File: config.mk
export PLATFORM = sky130hd
export DESIGN_NAME = sipmroc_frame_rx
export DESIGN_NICKNAME = d
export VERILOG_FILES = /design/src/rtl/sipmroc_pkg.sv /design/src/rtl/sipmroc_sat_counter.sv /design/src/rtl/sipmroc_frame_rx.sv
export SDC_FILE = /design/constraint.sdc
export NUM_CORES = 1
export LEC_CHECK = 0
export ABC_AREA = 1
export BUFFER_PORTS_ARGS = -buffer_cell sky130_fd_sc_hd__buf_4
export CAP_MARGIN = 30
export CORE_MARGIN = 5
export CORE_UTILIZATION = 37
export CTS_CLUSTER_SIZE = 20
export DETAILED_ROUTE_END_ITERATION = 8
export MAX_ROUTING_LAYER = met4
export PLACE_DENSITY = 0.56
export SLEW_MARGIN = 25
export SYNTH_ARGS = -nofsm -noshare
export SYNTH_HDL_FRONTEND = slang
export SYNTH_SLANG_ARGS = --single-unit
File: constraint.sdc
create_clock -name clk_200m -period 13.3 [get_ports clk_200m]
set_input_delay 0 -clock clk_200m [delete_from_list [all_inputs] [get_ports clk_200m]]
set_output_delay 0 -clock clk_200m [all_outputs]
set_load 0.005 [all_outputs]
File: src/rtl/sipmroc_pkg.sv
// Shared constants, error codes and FSM encoding for the SiPMROC serial event link receiver.
package sipmroc_pkg;

  localparam int ADC_WIDTH       = 10;
  localparam int ADC_CHANNEL_NUM = 17;
  localparam int HDR_WIDTH       = 8;
  localparam int CNT_WIDTH       = 16;
  localparam int DATA_BITS       = ADC_WIDTH * ADC_CHANNEL_NUM;
  localparam int FRAME_BITS      = HDR_WIDTH + DATA_BITS + HDR_WIDTH;
  localparam int BIT_CNT_W       = 8;

  localparam logic [BIT_CNT_W-1:0] LAST_BIT = BIT_CNT_W'(FRAME_BITS);

  localparam logic [HDR_WIDTH-1:0] HDR_PAT = 8'h55;
  localparam logic [HDR_WIDTH-1:0] TRL_PAT = 8'hAA;

  localparam logic [1:0] ERR_SHORT = 2'b01;
  localparam logic [1:0] ERR_LONG  = 2'b10;
  localparam logic [1:0] ERR_PAT   = 2'b11;

  typedef enum logic [1:0] {
    ST_IDLE  = 2'd0,
    ST_SHIFT = 2'd1,
    ST_CHECK = 2'd2,
    ST_DRAIN = 2'd3
  } state_t;

endpackage

File: src/rtl/sipmroc_sat_counter.sv
// Event counter that either wraps to zero or sticks at all-ones, selected by SATURATE.
module sipmroc_sat_counter #(
  parameter int WIDTH    = 16,
  parameter bit SATURATE = 1'b0
) (
  input  logic             clk_200m,
  input  logic             rst,
  input  logic             inc_i,
  output logic [WIDTH-1:0] count_o
);

  logic [WIDTH-1:0] count_q;
  logic [WIDTH-1:0] count_d;

  always_comb begin
    count_d = count_q;
    if (inc_i && !(SATURATE && (&count_q))) begin
      count_d = count_q + 1'b1;
    end
  end

  always_ff @(posedge clk_200m or posedge rst) begin
    if (rst) begin
      count_q <= '0;
    end else begin
      count_q <= count_d;
    end
  end

  assign count_o = count_q;

endmodule

File: src/rtl/sipmroc_frame_rx.sv
// Deserializes one LSB-first SiPMROC frame per event and checks its framing.
// Optional err_count port and logic are built when SIPMROC_RX_ERRCNT_EN is defined.
module sipmroc_frame_rx
  import sipmroc_pkg::*;
(
  input  logic                 clk_200m,
  input  logic                 rst,
  input  logic                 serial_data_en,
  input  logic                 serial_data,
  output logic [DATA_BITS-1:0] event_data,
  output logic                 event_valid,
  output logic                 frame_err,
  output logic [1:0]           err_code,
  output logic                 busy,
  output logic [CNT_WIDTH-1:0] frame_count
`ifdef SIPMROC_RX_ERRCNT_EN
  ,
  output logic [CNT_WIDTH-1:0] err_count
`endif
);

  state_t                  state_q;
  logic [FRAME_BITS-1:0]   sreg_q;
  logic [BIT_CNT_W-1:0]    bit_cnt_q;
  logic [DATA_BITS-1:0]    event_data_q;
  logic                    event_valid_q;
  logic                    frame_err_q;
  logic [1:0]              err_code_q;
  // A frame already in flight when reset drops is ignored until the gate goes low.
  logic                    en_seen_low_q;

  logic pat_ok;
  logic short_err;
  logic long_err;
  logic pat_err;
  logic good_frame;

  assign pat_ok     = (sreg_q[HDR_WIDTH-1:0] == HDR_PAT) &&
                      (sreg_q[FRAME_BITS-1 -: HDR_WIDTH] == TRL_PAT);
  assign short_err  = (state_q == ST_SHIFT) && !serial_data_en && (bit_cnt_q != LAST_BIT);
  assign long_err   = (state_q == ST_SHIFT) && serial_data_en && (bit_cnt_q == LAST_BIT);
  assign pat_err    = (state_q == ST_CHECK) && !pat_ok;
  assign good_frame = (state_q == ST_CHECK) && pat_ok;

  always_ff @(posedge clk_200m or posedge rst) begin
    if (rst) begin
      state_q       <= ST_IDLE;
      sreg_q        <= '0;
      bit_cnt_q     <= '0;
      event_data_q  <= '0;
      event_valid_q <= 1'b0;
      frame_err_q   <= 1'b0;
      err_code_q    <= 2'b00;
      en_seen_low_q <= 1'b0;
    end else begin
      event_valid_q <= 1'b0;
      frame_err_q   <= 1'b0;
      if (!serial_data_en) begin
        en_seen_low_q <= 1'b1;
      end
      case (state_q)
        ST_IDLE: begin
          if (serial_data_en && en_seen_low_q) begin
            sreg_q    <= {serial_data, sreg_q[FRAME_BITS-1:1]};
            bit_cnt_q <= BIT_CNT_W'(1);
            state_q   <= ST_SHIFT;
          end
        end
        ST_SHIFT: begin
          if (long_err) begin
            frame_err_q <= 1'b1;
            err_code_q  <= ERR_LONG;
            state_q     <= ST_DRAIN;
          end else if (serial_data_en) begin
            sreg_q    <= {serial_data, sreg_q[FRAME_BITS-1:1]};
            bit_cnt_q <= bit_cnt_q + 1'b1;
          end else if (short_err) begin
            frame_err_q <= 1'b1;
            err_code_q  <= ERR_SHORT;
            state_q     <= ST_IDLE;
          end else begin
            state_q <= ST_CHECK;
          end
        end
        ST_CHECK: begin
          if (pat_ok) begin
            event_data_q  <= sreg_q[FRAME_BITS-HDR_WIDTH-1:HDR_WIDTH];
            event_valid_q <= 1'b1;
          end else begin
            frame_err_q <= 1'b1;
            err_code_q  <= ERR_PAT;
          end
          // Back-to-back frame: this bit already belongs to the next one.
          if (serial_data_en) begin
            sreg_q    <= {serial_data, sreg_q[FRAME_BITS-1:1]};
            bit_cnt_q <= BIT_CNT_W'(1);
            state_q   <= ST_SHIFT;
          end else begin
            state_q <= ST_IDLE;
          end
        end
        ST_DRAIN: begin
          if (!serial_data_en) begin
            state_q <= ST_IDLE;
          end
        end
        default: state_q <= ST_IDLE;
      endcase
    end
  end

  assign event_data  = event_data_q;
  assign event_valid = event_valid_q;
  assign frame_err   = frame_err_q;
  assign err_code    = err_code_q;
  assign busy        = (state_q != ST_IDLE);

  sipmroc_sat_counter #(
    .WIDTH    (CNT_WIDTH),
    .SATURATE (1'b0)
  ) u_frame_cnt (
    .clk_200m (clk_200m),
    .rst      (rst),
    .inc_i    (good_frame),
    .count_o  (frame_count)
  );

`ifdef SIPMROC_RX_ERRCNT_EN
  logic err_any;
  assign err_any = short_err || long_err || pat_err;

  sipmroc_sat_counter #(
    .WIDTH    (CNT_WIDTH),
    .SATURATE (1'b1)
  ) u_err_cnt (
    .clk_200m (clk_200m),
    .rst      (rst),
    .inc_i    (err_any),
    .count_o  (err_count)
  );
`endif

endmodule

==> results.md <==
| Quantity | Value | Unit |
| --- | --- | --- |
| Total cell area at the placement stage | 0.0173 | sq mm |
| Post-Syn Area | 0.0155 | sq mm |
| Sequence of cells on the critical path | inv_1 -> ha_1 -> nand3_4 -> buf_4 -> buf_4 -> o21ai_0 | - |
| Gates resized, CTS repair | 0 | - |
| DRC violation total after the first TritonRoute iteration | 634 | - |
| Share of cells above drive strength 1 | 0.227 | - |
| Number of cell rows | 75 | - |
| Met1 routing resource usage after global routing | 0.194 | - |
| Core Area | 0.0417 | sq mm |
| Highest Clock Rate | 320 | MHz |
| Sum of negative setup slack | 0 | ps |
| Final Wtd Congestion | 0.856 | - |
| Count of unique library cells instantiated by Yosys | 30 | - |
| Maximum clock path buffer count | 3 | - |
| Max stage delay on crit path | 780 | ps |
| Worst EP required | 13,670 | ps |
| Die Ht | 215 | um |
| Worst-path clk slew | 60 | ps |
| Antenna diode instance count | 0 | - |
| Post-layout worst setup margin | 10,180 | ps |
| M2 GR Usage | 0.206 | - |
| Vias in the first global route | 10,200 | - |
| Number of antenna violations at the first check in global routing | 0 | - |
| Detail Route Antenna Nets | 0 | - |
| Number of sinks driven by the clock tree | 387 | - |
| Gr ovfl total | 0 | - |
| Maximum Capacitance Violations | 0 | - |
| Synth Net Count | 1,601 | - |
| Endpoint with the worst hold slack | en_seen_low_q | - |
| Capturing point of the worst reg2reg path | event_data[69] | - |
| Drc violations | 0 | - |
| Arrival time at the worst endpoint | 3500 | ps |
| Gate count of the mapped netlist | 1,590 | - |
| Routed WL per cell | 13.6 | um |
| Clock skew after layout | 15.0 | ps |
| Buf+Inv Stages, Crit Path | 3 | - |
| HPWL Detailed | 20,500 | um |
| Initial Util | 0.372 | - |
| Total number of yosys warnings | 0 | - |
| Vias/cell | 4.47 | - |
| Final period util | 0.235 | - |
| Met3 Use GR | 0.0380 | - |
| Via count | 10,400 | - |
| I/O pin count | 195 | - |
| Growth of design area from synthesis to finish | 20.9 | % |
| CP most frequent cell | buf_4 | - |
| Initial DRT Pass Iterations | 5 | - |
| Final Hold Vio Count | 0 | - |
| Worst Setup Path Type | reg -> reg | - |
| Max Fanout on Critical Path | 100 | - |
| H-tree level count | 2 | - |
| Setup WS pre-CTS | 10,130 | ps |
| TritonCTS clock tree | done | - |
| Final-report max-slew violation count | 0 | - |
| Cell area after layout | 0.0187 | sq mm |
| Width of the die | 215 | um |
| Worst reg-to-reg path cell count | 6 | - |
| Result of the run | finished clean | - |
| Leak Pwr | 0.00884 | uW |
| Overall global routing resource usage | 0.142 | - |
| Total power per unit cell area | 184 | mW/mm^2 |
| Number of buffers inserted by port buffering | 194 | - |
| Die Area | 0.0460 | sq mm |
| Slew Limit Headroom | 0.327 | - |
| Clock Latency Late Sink | 550 | ps |
| Minimum period implied by the final worst setup slack | 3120 | ps |
| Maximum VDD drop | 0.259 | mV |
| Final setup fails | 0 | - |
| Kind of path behind the tightest hold check | in -> reg | - |
| Avg Inst Size Synth | 9.74 | sq um |
| Fin nets | 1,774 | - |
| Minimum setup slack among reg-to-reg paths | 10,180 | ps |
| Hold path cells | 3 | - |
| Crit start category | register | - |
| Unrepaired setup endpoints after global routing | no | - |
| Register area share after synthesis | 0.625 | - |
| Worst path top cell family by delay | buffers and inverters | - |
| Maximum number of pins on one net before global-route repair | 199 | - |
| Busiest metal layer after global routing | met2 | - |
| Transition time at the pin with the least slew margin | 1010 | ps |
| Type of destination of the critical path | register | - |
| Cell at the root of the clock tree | clkbuf_16 | - |
| Number of buffers added by the clock tree synthesis step | 43 | - |
| Fillcell total | 3,986 | - |
| Wire length of the first global-routing pass | 53,500 | um |
| Aggregate routed wire length | 31,800 | um |
| Worst R2R Start | state_q[0] | - |
| Slowest stage cell, crit path | buf_4 | - |
| Flip-flop and latch count after synthesis | 387 | - |
| Start point of the worst hold path | serial_data_en | - |
final cells by class:
cell class	count	area, sq um	area share
sequential	387	9680	0.517
multi-input combinational	909	4530	0.242
timing repair buffer	210	1660	0.0886
clock buffer	64	1300	0.0693
inverter	212	803	0.0429
tap	539	674	0.0360
clock inverter	10	75.1	0.00401
flip-flops by register name, summed over array words and instances (netlist names):
register             cells
err_code                 2
bit_cnt_q                8
event_data             170
sreg_q                 186
frame_err                1
event_valid              1
u_frame_cnt.count_o     16
en_seen_low_q            1
state_q                  2
synth_stat cells:
cell / n / area (sq um)
ha_1: 7 / 87.6
a21oi_1: 2 / 10.0
o211ai_1: 1 / 7.51
buf_12: 6 / 120
or2_2: 2 / 12.5
o21ai_2: 64 / 561
inv_2: 2 / 7.51
a21oi_2: 8 / 70.1
nor2_4: 1 / 11.3
buf_2: 45 / 225
nand2_2: 51 / 319
o21ai_0: 288 / 1440
xnor2_1: 1 / 8.76
nand4_1: 5 / 31.3
o21ai_1: 18 / 90.1
inv_1: 210 / 788
nand3_1: 18 / 90.1
buf_4: 1 / 7.51
clkbuf_1: 26 / 97.6
nand3_4: 1 / 17.5
o21a_1: 1 / 7.51
nor3_1: 1 / 5.00
buf_6: 4 / 45.0
o21ai_4: 1 / 16.3
nor2_2: 1 / 6.26
xor2_1: 12 / 105
nand2_1: 386 / 1450
nand3_2: 2 / 20.0
nor2_1: 38 / 143
dfrtp_1: 387 / 9680
routing by layer:
metal,routed length [um],share of wire
met3,1760,0.055
met1,15200,0.48
met2,14000,0.44
met5,0,0
met4,773,0.024
kinds of logic after synthesis:
kind of cell / count (synthesis) / synth area share
simple gates: 506 / 0.136
fa+ha+maj: 7 / 0.00566
buf+inv: 294 / 0.0834
compound gates: 383 / 0.142
flops: 387 / 0.625
xor+xnor: 13 / 0.00735
placed cells by master, fill, tap and decap left out, types with 2 or more instances in the layout:
| cell type | count |
|---|---|
| clkinv_2 | 9 |
| clkbuf_1 | 9 |
| o21ai_0 | 288 |
| nor2_1 | 38 |
| clkbuf_8 | 10 |
| xor2_1 | 12 |
| buf_12 | 2 |
| nand3_4 | 3 |
| nand4_1 | 5 |
| clkbuf_16 | 45 |
| buf_6 | 2 |
| a21oi_1 | 2 |
| buf_4 | 200 |
| a21oi_2 | 8 |
| o21ai_1 | 18 |
| dfrtp_1 | 387 |
| nand2_2 | 51 |
| buf_16 | 2 |
| inv_2 | 2 |
| or2_2 | 2 |
| inv_1 | 209 |
| ha_1 | 7 |
| o21ai_2 | 64 |
| nand3_1 | 17 |
| dlygate4sd3_1 | 4 |
| nand2_1 | 386 |
worst register-to-register path: cells and delay by family, from the launching register on:
family	cells	cell delay, ps
DFF	1	400
adders and majority gates	1	260
and+or+nand+nor	1	560
buffers and inverters	3	1520
AOI/OAI and AO/OA	1	220
worst max-delay path by stage:
stage	end	slack [ps]	cells past startpoint	startpoint
after global placement	event_data[55]	10260	6	state_q[0]
final	event_data[69]	10180	6	state_q[0]
after floorplan	bit_cnt_q[0]	2540	1	rst
after CTS	event_data[48]	10120	6	state_q[0]
after global routing	event_data[45]	9830	7	state_q[0]
after detailed placement	event_data[48]	10130	6	state_q[0]
per-stage QoR:
| stage | hold slack [ps] | util | power, uW | instances |
|---|---|---|---|---|
| after floorplan | 75.5 | - | 2260 | 1590 |
| after global placement | 230 | 0.413 | 2300 | 2250 |
| after detailed placement | 235 | 0.414 | 2340 | 2251 |
| after global routing | 208 | 0.449 | 3690 | 2331 |
| final | 221 | 0.449 | 3450 | 2331 |
| after CTS | 168 | 0.448 | 3520 | 2328 |
power by group:
group	switching, uW	internal, uW	total [uW]
registers	109	1380	1480
logic	580	242	821
clock network	454	690	1140
total	1140	2310	3450
timing repair:
item	in CTS	in global routing
hold endpoints to repair	128	29
hold buffers	3	1
buffers inserted	0	0
Power figures use the tool's default switching activity.
